<file path="src/rtl/fp_pkg.sv">
// Shared FP32 definitions for the unpack/decode path: field widths,
// special encodings, operand class enum and the unpack FSM state enum.
package fp_pkg;

  localparam int          EXP_W   = 8;
  localparam int          MAN_W   = 23;
  localparam int          XEXP_W  = 10;
  localparam int          BIAS    = 127;
  localparam logic [7:0]  EXP_MAX = 8'hFF;
  localparam logic [31:0] QNAN    = 32'h7fc00000;

  typedef enum logic [2:0] {
    CLS_ZERO = 3'd0,
    CLS_SUBN = 3'd1,
    CLS_NORM = 3'd2,
    CLS_INF  = 3'd3,
    CLS_QNAN = 3'd4,
    CLS_SNAN = 3'd5
  } fp_class_e;

  typedef enum logic [1:0] {
    ST_IDLE  = 2'd0,
    ST_SHIFT = 2'd1,
    ST_DONE  = 2'd2
  } unpack_state_e;

  // Quiet/signalling split for a NaN fraction: the MSB of the fraction is the quiet bit.
  function automatic logic frac_is_signalling(input logic quiet_bit);
    return ~quiet_bit;
  endfunction

endpackage

</file>
<file path="src/rtl/fp_classify.sv">
// Combinational FP32 field split and operand classification.
// Shared between the sequential unpacker and the adder's unpack stage.
// Build: no configuration macros.
module fp_classify #(
  parameter int EXP_W = fp_pkg::EXP_W,
  parameter int MAN_W = fp_pkg::MAN_W
) (
  input  logic [EXP_W+MAN_W:0] word,
  output logic                 sign,
  output logic [EXP_W-1:0]     exp_field,
  output logic [MAN_W-1:0]     frac,
  output fp_pkg::fp_class_e    cls,
  output logic                 is_zero,
  output logic                 is_subnormal,
  output logic                 is_inf,
  output logic                 is_nan,
  output logic                 is_snan
);
  import fp_pkg::*;

  logic exp_zero_s;
  logic exp_max_s;
  logic frac_zero_s;

  assign sign        = word[EXP_W+MAN_W];
  assign exp_field   = word[EXP_W+MAN_W-1:MAN_W];
  assign frac        = word[MAN_W-1:0];
  assign exp_zero_s  = (exp_field == {EXP_W{1'b0}});
  assign exp_max_s   = (exp_field == {EXP_W{1'b1}});
  assign frac_zero_s = (frac == {MAN_W{1'b0}});

  // Class decode from the exponent/fraction extremes.
  always_comb begin
    cls          = CLS_NORM;
    is_zero      = 1'b0;
    is_subnormal = 1'b0;
    is_inf       = 1'b0;
    is_nan       = 1'b0;
    is_snan      = 1'b0;
    if (exp_zero_s && frac_zero_s) begin
      cls     = CLS_ZERO;
      is_zero = 1'b1;
    end else if (exp_zero_s) begin
      cls          = CLS_SUBN;
      is_subnormal = 1'b1;
    end else if (exp_max_s && frac_zero_s) begin
      cls    = CLS_INF;
      is_inf = 1'b1;
    end else if (exp_max_s) begin
      is_nan  = 1'b1;
      is_snan = frac_is_signalling(frac[MAN_W-1]);
      if (frac[MAN_W-1]) begin
        cls = CLS_QNAN;
      end else begin
        cls = CLS_SNAN;
      end
    end else begin
      cls = CLS_NORM;
    end
  end

endmodule

</file>
<file path="src/rtl/fp_unpack_seq.sv">
// Multi-cycle FP32 operand decoder. Accepts one packed word over valid/ready,
// classifies it and delivers sign, extended exponent and 24-bit significand.
// Subnormals are normalized one bit per cycle so the result has a leading 1.
// Build macro: FP_UNPACK_DAZ_EN -- when defined, subnormals are flushed to
// signed zero (is_zero and is_subnormal both set) instead of being normalized.
module fp_unpack_seq #(
  parameter int EXP_W  = fp_pkg::EXP_W,
  parameter int MAN_W  = fp_pkg::MAN_W,
  parameter int XEXP_W = fp_pkg::XEXP_W
) (
  input  logic                 clk,
  input  logic                 rst,
  input  logic                 in_valid,
  output logic                 in_ready,
  input  logic [EXP_W+MAN_W:0] fp_in,
  output logic                 out_valid,
  input  logic                 out_ready,
  output logic                 sign_out,
  output logic [XEXP_W-1:0]    exp_out,
  output logic [MAN_W:0]       mant_out,
  output logic [4:0]           shift_cnt,
  output logic                 is_zero,
  output logic                 is_subnormal,
  output logic                 is_inf,
  output logic                 is_nan,
  output logic                 is_snan
);
  import fp_pkg::*;

  localparam logic [XEXP_W-1:0] XEXP_ONE = {{(XEXP_W-1){1'b0}}, 1'b1};

  // Classifier outputs for the word currently on fp_in.
  logic                c_sign_s;
  logic [EXP_W-1:0]    c_exp_s;
  logic [MAN_W-1:0]    c_frac_s;
  fp_class_e           c_cls_s;
  logic                c_zero_s;
  logic                c_subn_s;
  logic                c_inf_s;
  logic                c_nan_s;
  logic                c_snan_s;

  // Registered state and outputs.
  unpack_state_e       state_r;
  logic                in_ready_r;
  logic                out_valid_r;
  logic                sign_r;
  logic [XEXP_W-1:0]   exp_r;
  logic [MAN_W:0]      mant_r;
  logic [4:0]          shift_cnt_r;
  logic                is_zero_r;
  logic                is_subnormal_r;
  logic                is_inf_r;
  logic                is_nan_r;
  logic                is_snan_r;

  fp_classify #(
    .EXP_W (EXP_W),
    .MAN_W (MAN_W)
  ) u_classify (
    .word         (fp_in),
    .sign         (c_sign_s),
    .exp_field    (c_exp_s),
    .frac         (c_frac_s),
    .cls          (c_cls_s),
    .is_zero      (c_zero_s),
    .is_subnormal (c_subn_s),
    .is_inf       (c_inf_s),
    .is_nan       (c_nan_s),
    .is_snan      (c_snan_s)
  );

  // Accept / normalize / deliver FSM with all outputs registered.
  always_ff @(posedge clk) begin
    if (rst) begin
      state_r        <= ST_IDLE;
      in_ready_r     <= 1'b1;
      out_valid_r    <= 1'b0;
      sign_r         <= 1'b0;
      exp_r          <= {XEXP_W{1'b0}};
      mant_r         <= {(MAN_W+1){1'b0}};
      shift_cnt_r    <= 5'd0;
      is_zero_r      <= 1'b0;
      is_subnormal_r <= 1'b0;
      is_inf_r       <= 1'b0;
      is_nan_r       <= 1'b0;
      is_snan_r      <= 1'b0;
    end else begin
      case (state_r)
        ST_IDLE: begin
          if (in_valid && in_ready_r) begin
            in_ready_r     <= 1'b0;
            sign_r         <= c_sign_s;
            shift_cnt_r    <= 5'd0;
            is_zero_r      <= c_zero_s;
            is_subnormal_r <= c_subn_s;
            is_inf_r       <= c_inf_s;
            is_nan_r       <= c_nan_s;
            is_snan_r      <= c_snan_s;
            case (c_cls_s)
              CLS_ZERO: begin
                exp_r       <= {XEXP_W{1'b0}};
                mant_r      <= {(MAN_W+1){1'b0}};
                state_r     <= ST_DONE;
                out_valid_r <= 1'b1;
              end
              CLS_INF: begin
                exp_r       <= {{(XEXP_W-EXP_W){1'b0}}, c_exp_s};
                mant_r      <= {(MAN_W+1){1'b0}};
                state_r     <= ST_DONE;
                out_valid_r <= 1'b1;
              end
              CLS_QNAN, CLS_SNAN: begin
                exp_r       <= {{(XEXP_W-EXP_W){1'b0}}, c_exp_s};
                mant_r      <= {1'b0, c_frac_s};
                state_r     <= ST_DONE;
                out_valid_r <= 1'b1;
              end
              CLS_SUBN: begin
`ifdef FP_UNPACK_DAZ_EN
                // Flush to signed zero; is_subnormal keeps the original class visible.
                exp_r       <= {XEXP_W{1'b0}};
                mant_r      <= {(MAN_W+1){1'b0}};
                is_zero_r   <= 1'b1;
                state_r     <= ST_DONE;
                out_valid_r <= 1'b1;
`else
                // Subnormals share the minimum normal exponent before shifting.
                exp_r       <= XEXP_ONE;
                mant_r      <= {1'b0, c_frac_s};
                state_r     <= ST_SHIFT;
                out_valid_r <= 1'b0;
`endif
              end
              CLS_NORM: begin
                exp_r       <= {{(XEXP_W-EXP_W){1'b0}}, c_exp_s};
                mant_r      <= {1'b1, c_frac_s};
                state_r     <= ST_DONE;
                out_valid_r <= 1'b1;
              end
              default: begin
                exp_r       <= {{(XEXP_W-EXP_W){1'b0}}, c_exp_s};
                mant_r      <= {1'b1, c_frac_s};
                state_r     <= ST_DONE;
                out_valid_r <= 1'b1;
              end
            endcase
          end else begin
            in_ready_r  <= 1'b1;
            out_valid_r <= 1'b0;
          end
        end
        ST_SHIFT: begin
          // One bit per cycle; a set bit just below the hidden position is the last shift.
          mant_r      <= {mant_r[MAN_W-1:0], 1'b0};
          exp_r       <= exp_r - XEXP_ONE;
          shift_cnt_r <= shift_cnt_r + 5'd1;
          if (mant_r[MAN_W-1]) begin
            state_r     <= ST_DONE;
            out_valid_r <= 1'b1;
          end else begin
            state_r     <= ST_SHIFT;
            out_valid_r <= 1'b0;
          end
        end
        ST_DONE: begin
          if (out_ready) begin
            state_r     <= ST_IDLE;
            out_valid_r <= 1'b0;
            in_ready_r  <= 1'b1;
          end else begin
            state_r     <= ST_DONE;
            out_valid_r <= 1'b1;
          end
        end
        default: begin
          state_r     <= ST_IDLE;
          in_ready_r  <= 1'b1;
          out_valid_r <= 1'b0;
        end
      endcase
    end
  end

  assign in_ready     = in_ready_r;
  assign out_valid    = out_valid_r;
  assign sign_out     = sign_r;
  assign exp_out      = exp_r;
  assign mant_out     = mant_r;
  assign shift_cnt    = shift_cnt_r;
  assign is_zero      = is_zero_r;
  assign is_subnormal = is_subnormal_r;
  assign is_inf       = is_inf_r;
  assign is_nan       = is_nan_r;
  assign is_snan      = is_snan_r;

endmodule

</file>
<file path="config.mk">
export PLATFORM = sky130hd
export DESIGN_NAME = fp_unpack_seq
export DESIGN_NICKNAME = d
export VERILOG_FILES = /design/src/rtl/fp_pkg.sv /design/src/rtl/fp_classify.sv /design/src/rtl/fp_unpack_seq.sv
export SDC_FILE = /design/constraint.sdc
export NUM_CORES = 1
export LEC_CHECK = 0
export CAP_MARGIN = 0
export CORE_MARGIN = 5
export CORE_UTILIZATION = 46
export DETAILED_ROUTE_END_ITERATION = 10
export MAX_ROUTING_LAYER = met4
export PLACE_DENSITY = 0.8
export SLEW_MARGIN = 0
export SYNTH_ARGS = -nofsm -noshare
export SYNTH_HDL_FRONTEND = slang
export SYNTH_HIERARCHICAL = 1
export SYNTH_SLANG_ARGS = --single-unit
</file>
<file path="constraint.sdc">
create_clock -name clk -period 2.7 [get_ports clk]
set_input_delay 0.81 -clock clk [delete_from_list [all_inputs] [get_ports clk]]
set_output_delay 0.81 -clock clk [all_outputs]
set_load 0.01 [all_outputs]
</file>
==> run summary <==
The run finished with clean final reports. The area taken by flip-flops and latches came out at 981 um^2. The number of iterations in the first detailed-routing pass is 5. The floorplan step defined a die boundary enclosing 6980 um^2. Measured along the y axis, the die boundary spans 83.6 um. Wires add up to 7.43 mm. For this run, the number of Yosys warnings is 6. The setup total negative slack came out at 0 ps. The run gives 49 as the number of sinks on the clock net.

Detailed placement ended at an HPWL of 5.14 mm. For the final database, setup skew stands at 12.2 ps. Internal power comes to 1.17 mW. After synthesis, flip-flops and latches occupy 39.4% of the total area. The congestion estimate from routability-driven global placement came to 0.901. In this run, the number of DRC markers left after iteration 0 of detailed routing was 171. The cell count of the worst hold path is 2, and the total routing resource utilization after global routing is 19.3%. Grouping stages by cell kind, the critical path spends the most delay in buffers and inverters.

Synthesis handed over a netlist of 299 instances. The finished cells cover 3590 um^2. In this run the power density over the cells is 449 nW/um^2. The worst setup path is of the primary input to flop kind.

Global routing finished with a remaining overflow of 0. For this design the total switching power over the nets is 0.444 mW. The tools report the number of antenna violations at the first check in global routing as 0. For this run, the leading register cell type out of synthesis is sky130_fd_sc_hd__dfxtp_1.

The count of port buffers added during placement works out to 82. Setup violations remaining at the end of the flow were counted as 0. The shortest clock period the worst path allows after layout is 2660 ps. The count of different cell masters after synthesis came out at 47. The detailed router placed 2,512 vias in this run. The run gives 26 as the standard-cell row count. In this run the critical register-to-register path is launched from state_r[0]$_SDFFE_PP0P_. Data on the critical path arrives at its endpoint at 2890 ps. The top cell type by area accounts for 39.4% of the synthesized area.

The worst flop-to-flop path endpoint is exp_out[7]$_SDFFE_PP0P_. The later pin in the worst-skew pair is clocked with a latency of 300 ps. The worst hold slack is 465 ps. Final hold violation count: 0. The region available for standard cell placement spans 5170 um^2. The minimum setup slack after placement was -361 ps; the effective utilization at floorplan was 48.1%. The number of buffers and inverters on the critical path is 2, and the count of flip-flops with a built-in enable after synthesis is 0. The library cells used most frequently in the layout, excluding fill and tap cells, are 69 x sky130_fd_sc_hd__clkdlybuf4s50_1, 49 x sky130_fd_sc_hd__dfxtp_1, 46 x sky130_fd_sc_hd__nand2_1. The run gives 2,377 as the number of global-route vias before repair. The repair_antennas step left the layout with diodes totalling 0.

TritonCTS created 5 clock buffers. The tools report the setup slack of the worst register-to-register path as 870 ps. In this run the most critical hold path is launched from is_zero$_SDFFE_PP0P_. The headroom to the max-slew limit was 56.8%; the synthesized area per cell was 8.33 um^2. In the routed design, unresolved DRC markers number 0. In the final layout, the multi-input gates occupy 1220 um^2. The clock passes through at most 2 buffers. In this run the remaining antenna-violating nets after routing total 0. Netlist area before placement: 2490 um^2. The ratio of routed vias to standard cells is 5.64, and the number of H-tree branching levels is 2. Entering global routing, the biggest net connects 34 pins. The final critical path takes up 98.6% of the cycle. Relative to the synthesized area, the layout overhead comes to 44.2%.

The root buffer cell chosen for the clock tree is sky130_fd_sc_hd__clkbuf_8. TritonCTS built the clock tree. The final net count is 413. For the final number of max-transition violations, the log shows 0. Hold repair after CTS inserted 0 buffers. Clock-pin slew was measured on the worst setup and hold paths at 90 ps. The fraction of final layout cells with drive strength greater than 1 was 20.0%; the flip-flop and latch count after synthesis was 49.

Maximum fanout along the worst path: 6. By area the synthesized netlist is led by sky130_fd_sc_hd__dfxtp_1 39%, sky130_fd_sc_hd__buf_4 11%, sky130_fd_sc_hd__a21oi_1 8.6%. The number of I/O pins was 83; the switching portion of total power was 27.6%. The number of cells traversed by the worst register-to-register path works out to 4. For hold timing, the worst endpoint is is_zero$_SDFFE_PP0P_.

Fill cells in the final layout number 393. The worst-case IR drop observed on VDD is 0.000241 V. Cells fill 69.4% of the core in the end. The tools report the combinational cell fraction of total power as 22.9%. Across the run, the number of max-cap violations was 0. Summing all placed instances gives a cell area of 3330 um^2.

Summed over all cells, the static leakage comes to 1.36 nW. The biggest cell delay along the critical path works out to 460 ps. The async set-reset flop share out of synthesis works out to 0%.

For the clock group share of total power, the log shows 27.6%. The signal on the critical path passes through clkdlybuf4s50_1 > nor4_2 > nand4_1 > nor2_4 > o21a_1 > xnor2_2 > a21oi_4 > clkbuf_16 > a22oi_1 > a21oi_1. STA classifies the critical path endpoint as a flop. The worst setup path is launched from a primary input.

Data on the critical path is required at its endpoint by 2930 ps. The die is 83.6 um wide. The library cell used most frequently in the layout, excluding fill and tap cells, is sky130_fd_sc_hd__clkdlybuf4s50_1. Per report_power, the sequential group accounts for 49.5% of the total. The number of nets in the synthesized netlist is 337. The run gives 376 MHz as the maximum operating frequency. Once routing completed, OpenROAD measured the worst setup slack at 37.3 ps. In the final routed layout, each cell accounts on average for 16.7 um. At the pin with the least slew margin, the transition time is 648 ps.

For the wire length of the first global-routing pass, the log shows 11.1 mm. For this design, the slowest cell found on the critical path is sky130_fd_sc_hd__clkdlybuf4s50_1. The class of the tightest hold or removal check was flop to flop.

Of all cell types, the one taking the most synthesized area is sky130_fd_sc_hd__dfxtp_1.
==> synth_stat cells (2+ instances only) <==
cell type / number
sky130_fd_sc_hd__a21oi_1: 43
sky130_fd_sc_hd__a22oi_1: 26
sky130_fd_sc_hd__a31oi_1: 4
sky130_fd_sc_hd__and4bb_2: 2
sky130_fd_sc_hd__buf_2: 5
sky130_fd_sc_hd__buf_4: 37
sky130_fd_sc_hd__clkbuf_1: 7
sky130_fd_sc_hd__dfxtp_1: 49
sky130_fd_sc_hd__ha_1: 2
sky130_fd_sc_hd__inv_1: 3
sky130_fd_sc_hd__nand2_1: 47
sky130_fd_sc_hd__nand3_1: 6
sky130_fd_sc_hd__nand4_1: 5
sky130_fd_sc_hd__nand4b_1: 2
sky130_fd_sc_hd__nor2_1: 13
sky130_fd_sc_hd__nor3_1: 7
sky130_fd_sc_hd__nor4_1: 5
sky130_fd_sc_hd__nor4_2: 4
sky130_fd_sc_hd__o21ai_0: 3
sky130_fd_sc_hd__or2_2: 2
==> sequential cells by signal (all words and copies together), names as in the netlist <==
register and flops:
shift_cnt 5, is_snan 1, is_nan 1, mant_out 24, exp_out 10, in_ready 1
out_valid 1, is_zero 1, is_subnormal 1, is_inf 1, sign_out 1, state_r 2
==> power groups by stage <==
stage               Sequential (mW)  Clock [mW]  Combinational [mW]
floorplan                     0.822           0               0.161
detailed placement            0.813           0               0.338
finish                        0.798       0.444               0.369
global route                  0.804       0.475               0.394
CTS                           0.796       0.448               0.340
global placement              0.811           0               0.331
==> per-layer routing <==
layer | global-route usage [%] | share of wire (%)
met5 | - | 0
met4 | 5.70 | 2.0
met3 | 4.34 | 6.8
met2 | 32.9 | 51
met1 | 22.8 | 41
==> stage by stage <==
stage,instances,power (mW)
3_5_place_dp,434,1.15
6_report,445,1.61
3_3_place_gp,434,1.14
2_1_floorplan,299,0.983
5_1_grt,445,1.67
4_1_cts,441,1.58
==> logic make-up after synthesis <==
logic type | after synthesis | synth area share [%]
buf+inv | 54 | 14.3
simple gates | 103 | 21.7
fa+ha+maj | 2 | 1.00
compound gates | 88 | 22.5
flops | 49 | 39.4
mux | 1 | 0.452
xor+xnor | 2 | 0.704
==> layout make-up <==
class | count | area share [%]
flip-flops and latches | 49 | 27.3
clock buffers | 6 | 2.30
well taps | 70 | 2.44
clock inverters | 1 | 0.209
multi-input cells | 196 | 34.1
inverters | 3 | 0.314
repair buffers | 120 | 33.3
==> worst max-delay path by stage <==
| stage | slack, ps | start | endpoint | cells after the start |
|---|---|---|---|---|
| 2_1_floorplan | 320 | fp_in[1] | mant_out[22]$_SDFFE_PP0P_ | 9 |
| 3_3_place_gp | -270 | fp_in[1] | mant_out[9]$_SDFFE_PP0P_ | 10 |
| 3_5_place_dp | -360 | fp_in[1] | mant_out[17]$_SDFFE_PP0P_ | 10 |
| 4_1_cts | 5 | fp_in[1] | mant_out[17]$_SDFFE_PP0P_ | 10 |
| 5_1_grt | -40 | fp_in[1] | mant_out[14]$_SDFFE_PP0P_ | 10 |
| 6_report | 40 | fp_in[1] | mant_out[5]$_SDFFE_PP0P_ | 10 |
==> worst reg2reg max path: cells and delay by family (launching register included) <==
family | cells | cell delay [ps]
simple gates | 2 | 730
compound gates | 2 | 550
flops | 1 | 460
==> timing repair <==
item	4_1_cts	5_1_grt
pin swaps	1	22
buffers inserted	0	1
cloned	0	3
setup endpoints to repair	14	30
resized for setup	1	25
No activity file was read; power rests on OpenSTA's default activity.
